<file path="src/rtl/alarm_melody_sequencer_if.sv">
// Control/status bundle between the alarm logic and the melody sequencer.
// The alarm side is the master; the sequencer is the slave.
interface alarm_melody_sequencer_if;
    logic        start;
    logic        stop;
    logic [21:0] tone;
    logic        mute;
    logic        playing;
    logic [2:0]  note_idx;
    logic        done;

    modport master (
        output start, stop,
        input  tone, mute, playing, note_idx, done
    );

    modport slave (
        input  start, stop,
        output tone, mute, playing, note_idx, done
    );
endinterface

</file>
<file path="src/rtl/alarm_melody_sequencer.sv">
// Eight-note alarm melody sequencer driving the tone generator's half-period word.
// Define ALARM_REPEAT_LIMIT_EN to auto-stop after REPEATS loops with a done pulse.
module alarm_melody_sequencer #(
    parameter int unsigned BEAT_CYCLES = 12_500_000,
    parameter int unsigned GAP_CYCLES  = 1_250_000,
    parameter int unsigned REPEATS     = 4
) (
    input  logic                     clk,
    input  logic                     rst,
    alarm_melody_sequencer_if.slave  bus
);
    typedef enum logic [1:0] {
        S_IDLE,
        S_NOTE,
        S_GAP
    } state_e;

    localparam logic [23:0] BEAT_LAST = 24'(BEAT_CYCLES - 1);
    localparam logic [23:0] GAP_LAST  = 24'(GAP_CYCLES - 1);

    function automatic logic [21:0] rom_tone(input logic [2:0] idx);
        case (idx)
            3'd0:    rom_tone = 22'd47777;
            3'd1:    rom_tone = 22'd37920;
            3'd2:    rom_tone = 22'd31887;
            3'd3:    rom_tone = 22'd23888;
            3'd5:    rom_tone = 22'd31887;
            3'd6:    rom_tone = 22'd23888;
            default: rom_tone = 22'd0;
        endcase
    endfunction

    function automatic logic [1:0] rom_beats(input logic [2:0] idx);
        case (idx)
            3'd3, 3'd6: rom_beats = 2'd2;
            3'd7:       rom_beats = 2'd3;
            default:    rom_beats = 2'd1;
        endcase
    endfunction

    state_e      state_q;
    logic [2:0]  idx_q;
    logic [21:0] tone_q;
    logic        mute_q;
    logic        playing_q;
    logic [23:0] beat_cnt_q;
    logic [1:0]  beat_num_q;

    logic [2:0]  next_idx;
    logic [21:0] next_tone;
    logic        beat_end;
    logic        note_end;
    logic        gap_end;
    logic        advance;
    logic        last_loop;

    // idx 7 + 1 wraps to 0 in three bits, which is exactly the melody restart.
    assign next_idx  = idx_q + 3'd1;
    assign next_tone = rom_tone(next_idx);
    assign beat_end  = (beat_cnt_q == BEAT_LAST);
    assign note_end  = beat_end && (beat_num_q == rom_beats(idx_q) - 2'd1);
    assign gap_end   = (beat_cnt_q == GAP_LAST);

    always_comb begin
        advance = 1'b0;
        case (state_q)
            S_NOTE:  advance = note_end && (GAP_CYCLES == 0);
            S_GAP:   advance = gap_end;
            default: advance = 1'b0;
        endcase
    end

`ifdef ALARM_REPEAT_LIMIT_EN
    logic [7:0] loop_q;
    logic       done_q;
    logic       wrap;

    assign wrap      = (idx_q == 3'd7);
    assign last_loop = wrap && ((loop_q + 8'd1) == 8'(REPEATS));

    always_ff @(posedge clk) begin
        if (rst) begin
            loop_q <= 8'd0;
            done_q <= 1'b0;
        end else begin
            done_q <= 1'b0;
            if (bus.stop || state_q == S_IDLE) begin
                loop_q <= 8'd0;
            end else if (advance && wrap) begin
                if (last_loop) begin
                    loop_q <= 8'd0;
                    done_q <= 1'b1;
                end else begin
                    loop_q <= loop_q + 8'd1;
                end
            end
        end
    end

    assign bus.done = done_q;
`else
    assign last_loop = 1'b0;
    assign bus.done  = 1'b0;
`endif

    // NOTE: reset is synchronous and every register here is state, so all use
    // non-blocking assignments; the melody ROM is pure logic and needs no reset.
    always_ff @(posedge clk) begin
        if (rst) begin
            state_q    <= S_IDLE;
            idx_q      <= 3'd0;
            tone_q     <= 22'd0;
            mute_q     <= 1'b1;
            playing_q  <= 1'b0;
            beat_cnt_q <= 24'd0;
            beat_num_q <= 2'd0;
        end else if (bus.stop) begin
            state_q    <= S_IDLE;
            idx_q      <= 3'd0;
            tone_q     <= 22'd0;
            mute_q     <= 1'b1;
            playing_q  <= 1'b0;
            beat_cnt_q <= 24'd0;
            beat_num_q <= 2'd0;
        end else begin
            case (state_q)
                S_IDLE: begin
                    if (bus.start) begin
                        state_q    <= S_NOTE;
                        idx_q      <= 3'd0;
                        tone_q     <= rom_tone(3'd0);
                        mute_q     <= (rom_tone(3'd0) == 22'd0);
                        playing_q  <= 1'b1;
                        beat_cnt_q <= 24'd0;
                        beat_num_q <= 2'd0;
                    end
                end
                default: begin
                    if (advance && last_loop) begin
                        state_q    <= S_IDLE;
                        idx_q      <= 3'd0;
                        tone_q     <= 22'd0;
                        mute_q     <= 1'b1;
                        playing_q  <= 1'b0;
                        beat_cnt_q <= 24'd0;
                        beat_num_q <= 2'd0;
                    end else if (advance) begin
                        state_q    <= S_NOTE;
                        idx_q      <= next_idx;
                        tone_q     <= next_tone;
                        mute_q     <= (next_tone == 22'd0);
                        beat_cnt_q <= 24'd0;
                        beat_num_q <= 2'd0;
                    end else if (state_q == S_NOTE && note_end) begin
                        // Tone word holds through the gap; only the mute qualifier drops.
                        state_q    <= S_GAP;
                        mute_q     <= 1'b1;
                        beat_cnt_q <= 24'd0;
                        beat_num_q <= 2'd0;
                    end else if (state_q == S_NOTE && beat_end) begin
                        beat_cnt_q <= 24'd0;
                        beat_num_q <= beat_num_q + 2'd1;
                    end else begin
                        beat_cnt_q <= beat_cnt_q + 24'd1;
                    end
                end
            endcase
        end
    end

    assign bus.tone     = tone_q;
    assign bus.mute     = mute_q;
    assign bus.playing  = playing_q;
    assign bus.note_idx = idx_q;
endmodule
</file>
<file path="src/flat_wrapper.sv">
// flat-port wrapper written by rule: the top's interface ports become plain ports
module alarm_melody_sequencer_flat 
#(
    parameter int unsigned BEAT_CYCLES = 12_500_000,
    parameter int unsigned GAP_CYCLES  = 1_250_000,
    parameter int unsigned REPEATS     = 4
)
  (clk, rst, bus_start, bus_stop, bus_tone, bus_mute, bus_playing, bus_note_idx, bus_done);
  alarm_melody_sequencer_if bus_i ();
  input  logic clk;
  input  logic rst;
  input wire logic [$bits(bus_i.start)-1:0] bus_start;
  input wire logic [$bits(bus_i.stop)-1:0] bus_stop;
  output wire logic [$bits(bus_i.tone)-1:0] bus_tone;
  output wire logic [$bits(bus_i.mute)-1:0] bus_mute;
  output wire logic [$bits(bus_i.playing)-1:0] bus_playing;
  output wire logic [$bits(bus_i.note_idx)-1:0] bus_note_idx;
  output wire logic [$bits(bus_i.done)-1:0] bus_done;
  assign bus_i.start = bus_start;
  assign bus_i.stop = bus_stop;
  assign bus_tone = bus_i.tone;
  assign bus_mute = bus_i.mute;
  assign bus_playing = bus_i.playing;
  assign bus_note_idx = bus_i.note_idx;
  assign bus_done = bus_i.done;
  alarm_melody_sequencer #(.BEAT_CYCLES(BEAT_CYCLES), .GAP_CYCLES(GAP_CYCLES), .REPEATS(REPEATS)) u_core (.clk(clk), .rst(rst), .bus(bus_i));
endmodule
</file>
<file path="config.mk">
export PLATFORM = sky130hd
export DESIGN_NAME = alarm_melody_sequencer_flat
export DESIGN_NICKNAME = d
export VERILOG_FILES = /design/src/rtl/alarm_melody_sequencer_if.sv /design/src/rtl/alarm_melody_sequencer.sv /design/src/flat_wrapper.sv
export SDC_FILE = /design/constraint.sdc
export NUM_CORES = 1
export LEC_CHECK = 0
export BUFFER_PORTS_ARGS = -buffer_cell sky130_fd_sc_hd__buf_2
export CORE_ASPECT_RATIO = 1.5
export CORE_UTILIZATION = 58
export CTS_CLUSTER_SIZE = 24
export DETAILED_ROUTE_END_ITERATION = 12
export MAX_ROUTING_LAYER = met4
export PLACE_DENSITY = 0.8
export SLEW_MARGIN = 0
export SYNTH_ARGS = -nofsm -noshare
export SYNTH_HDL_FRONTEND = slang
export SYNTH_SLANG_ARGS = --single-unit
</file>
<file path="constraint.sdc">
create_clock -name clk -period 3.05 [get_ports clk]
set_input_delay 0.1525 -clock clk [delete_from_list [all_inputs] [get_ports clk]]
set_output_delay 0.1525 -clock clk [all_outputs]
set_load 0.005 [all_outputs]
</file>
==> impl_metrics.env <==
export IMPL_grt_use_total=0.247
export IMPL_area_growth_synth_to_final_pct=6.23
export IMPL_use_met2=0.428
export IMPL_drt_iter0_markers=44
export IMPL_antenna_found_initial=0
export IMPL_finalHoldViolCount=0
export IMPL_clk_pin_slew_ps=90
export IMPL_max_cap_violations=0
export IMPL_gr_usage_met1=0.256
export IMPL_grt_overflow_total=0
export IMPL_ys_seq_elements=42
export IMPL_crit_path_start_kind="flop"
export IMPL_clockBufferDepth=2
export IMPL_tritoncts="done"
export IMPL_dp_hpwl_um=3370
export IMPL_drive_gt1_frac=0.243
export IMPL_worst_pin_slew_ps=1030
export IMPL_chipWidth_um=54.6
export IMPL_vias=1909
export IMPL_cts_root_buffer="clkbuf_8"
export IMPL_start_util=0.609
export IMPL_peakVddDrop_mv=0.312
export IMPL_endpoint_kind="flop"
export IMPL_synth_distinct_cells=51
export IMPL_core_rowCount=28
export IMPL_slew_headroom=0.311
export IMPL_core_um2=3960
export IMPL_fin_crit_sh=0.757
export IMPL_layout_commonest_cell="dfxtp_1"
export IMPL_synth_edf_count=0
export IMPL_cts_hold_buf=0
export IMPL_ys_async_sr_fraction=0
export IMPL_globalplace_congestion=0.830
export IMPL_arrival_ps=2450
export IMPL_syn_area_per_cell_um2=9.13
export IMPL_die_area_um2=4420
export IMPL_gr_usage_met3=0.0524
export IMPL_post_route_drc_count=0
export IMPL_fin_crit_ps=2310
export IMPL_crit_type="flop to flop"
export IMPL_p_total_mw=1.08
export IMPL_clock_latency_ps=300
export IMPL_holdCritPathClass="input pin to flop"
export IMPL_mostFrequentLayoutCells="dfxtp_1, buf_2, nor2_1, nor3_2, nand2_1"
export IMPL_powerDensity_nw_per_um2=424
export IMPL_busiest_layer="met2"
export IMPL_ioPinCount=32
export IMPL_grt_pass1_vias=1771
export IMPL_synth_cells=264
export IMPL_cts_resized=0
export IMPL_rsz0062_at_grt="no"
export IMPL_status="finished clean"
export IMPL_htree_levels=2
export IMPL_drt_pass1_iter_count=4
export IMPL_fmax_ghz=0.433
export IMPL_leakage_nw=0.904
export IMPL_slowest_delay_ps=530
export IMPL_setup_violations_final=0
export IMPL_final_nets=288
export IMPL_fill_cells=346
export IMPL_clock_sinks=42
export IMPL_fin_tns_setup_ps=0
export IMPL_numCtsBuffers=5
export IMPL_skew_ps=5.71
export IMPL_viasPerCell=5.95
export IMPL_critPathSlowestCell="nor4_1"
export IMPL_synth_area_um2=2410
export IMPL_port_buffers=24
export IMPL_antenna_cells=0
export IMPL_path_max_fanout=25
export IMPL_grt_pass1_wl_um=7790
export IMPL_wirelength_um=4760
export IMPL_grt_max_degree=44
export IMPL_die_y_um=81.0
export IMPL_worst_endpoint_required_ps=3190
export IMPL_antenna_left=0
export IMPL_drv_slew=0
export IMPL_crit_chain="nand2_1, nor4_1, a31oi_1, a21oi_4, buf_4, a211oi_1"
export IMPL_synth_flop_cell="dfxtp_1"
export IMPL_postCtsSetupBuffers=0
export IMPL_ys_seq_area_frac=0.349
export IMPL_post_drt_wl_per_cell_um=14.8
export IMPL_yosys_warnings=0
-- cell usage after synthesis (3+ instances only) --
| master | n | share of area |
|---|---|---|
| a211oi_1 | 5 | 0.016 |
| a21oi_1 | 6 | 0.012 |
| a22oi_1 | 5 | 0.016 |
| a31oi_1 | 3 | 0.0078 |
| and3_1 | 3 | 0.0078 |
| buf_4 | 14 | 0.044 |
| buf_6 | 3 | 0.014 |
| clkbuf_1 | 11 | 0.017 |
| dfxtp_1 | 42 | 0.35 |
| ha_1 | 9 | 0.047 |
| inv_1 | 6 | 0.0093 |
| nand2_1 | 15 | 0.023 |
| nand2b_1 | 3 | 0.0078 |
| nand3_1 | 9 | 0.019 |
| nand4_1 | 7 | 0.018 |
| nor2_1 | 21 | 0.033 |
| nor3_1 | 12 | 0.025 |
| nor3_2 | 21 | 0.087 |
| nor4_2 | 3 | 0.016 |
| nor4b_1 | 3 | 0.011 |
| o21ai_0 | 5 | 0.010 |
| or3_1 | 3 | 0.0078 |
| xnor2_1 | 13 | 0.047 |
| xor2_1 | 10 | 0.036 |
-- logic make-up after synthesis --
kind of cell,after synthesis,share of synthesized area
adders and majority gates,9,0.0467
xor gates and xnor gates,23,0.0835
AOI/OAI and AO/OA,33,0.0955
and+or+nand+nor,118,0.325
other,1,0.00156
buffers and inverters,35,0.0861
DFF,42,0.349
muxes,3,0.0130
-- sequential cells by signal, indices dropped and copies added (netlist names) --
| signal | count |
|---|---|
| u_core.bus.tone | 9 |
| u_core.state_q | 2 |
| u_core.bus.mute | 1 |
| u_core.beat_num_q | 2 |
| u_core.bus.playing | 1 |
| u_core.bus.note_idx | 3 |
| u_core.beat_cnt_q | 24 |
-- layer usage --
| layer | routed length (um) | vias to the layer above |
|---|---|---|
| li1 | - | 927 |
| met1 | 1940 | 918 |
| met2 | 2520 | 48 |
| met3 | 178 | 16 |
| met4 | 129 | 0 |
| met5 | 0 | - |
-- path summary, 6_finish.rpt --
path,from,to,slack (ps),cells after the start
max,u_core.beat_cnt_q[7],u_core.beat_num_q[0],740,6
min,bus_start,u_core.bus.playing,350,4
max reg2reg,u_core.beat_cnt_q[7],u_core.beat_num_q[0],740,6
min reg2reg,u_core.bus.tone[14],u_core.bus.tone[14],460,2
-- critical path, delay by kind of cell (launching register included) --
| family | cells | cell delay (ps) |
|---|---|---|
| buffers and inverters | 1 | 370 |
| AOI/OAI and AO/OA | 3 | 710 |
| DFF | 1 | 450 |
| and+or+nand+nor | 2 | 610 |
-- area by class of cell --
cell class              instances  area (um^2)  share of cell area
repair buffers                 27          143              0.0557
multi-input cells             193         1390               0.541
flip-flops and latches         42          841               0.328
well taps                      45         56.3              0.0220
clock buffers                   5         68.8              0.0269
clock inverters                 3         45.0              0.0176
inverters                       6         22.5             0.00879
-- stage by stage --
step           setup slack (ps)  utilization  hold WS, ps  instances  cell area (um^2)
3_5_place_dp                784        0.618          443        313              2450
2_1_floorplan               933            -          446        270              2430
3_3_place_gp                846        0.618          443        313              2450
4_1_cts                     758        0.647          350        321              2560
5_1_grt                     514        0.647          378        321              2560
6_report                    742        0.647          350        321              2560
-- power by group --
group	leakage, nW	switching (mW)	total [mW]	internal, mW
Sequential	0.340	0.00555	0.560	0.554
Combinational	0.514	0.0538	0.0768	0.0229
Clock	0.0504	0.205	0.448	0.244
Total	0.904	0.264	1.08	0.821
No activity file was read; power rests on OpenSTA's default activity.
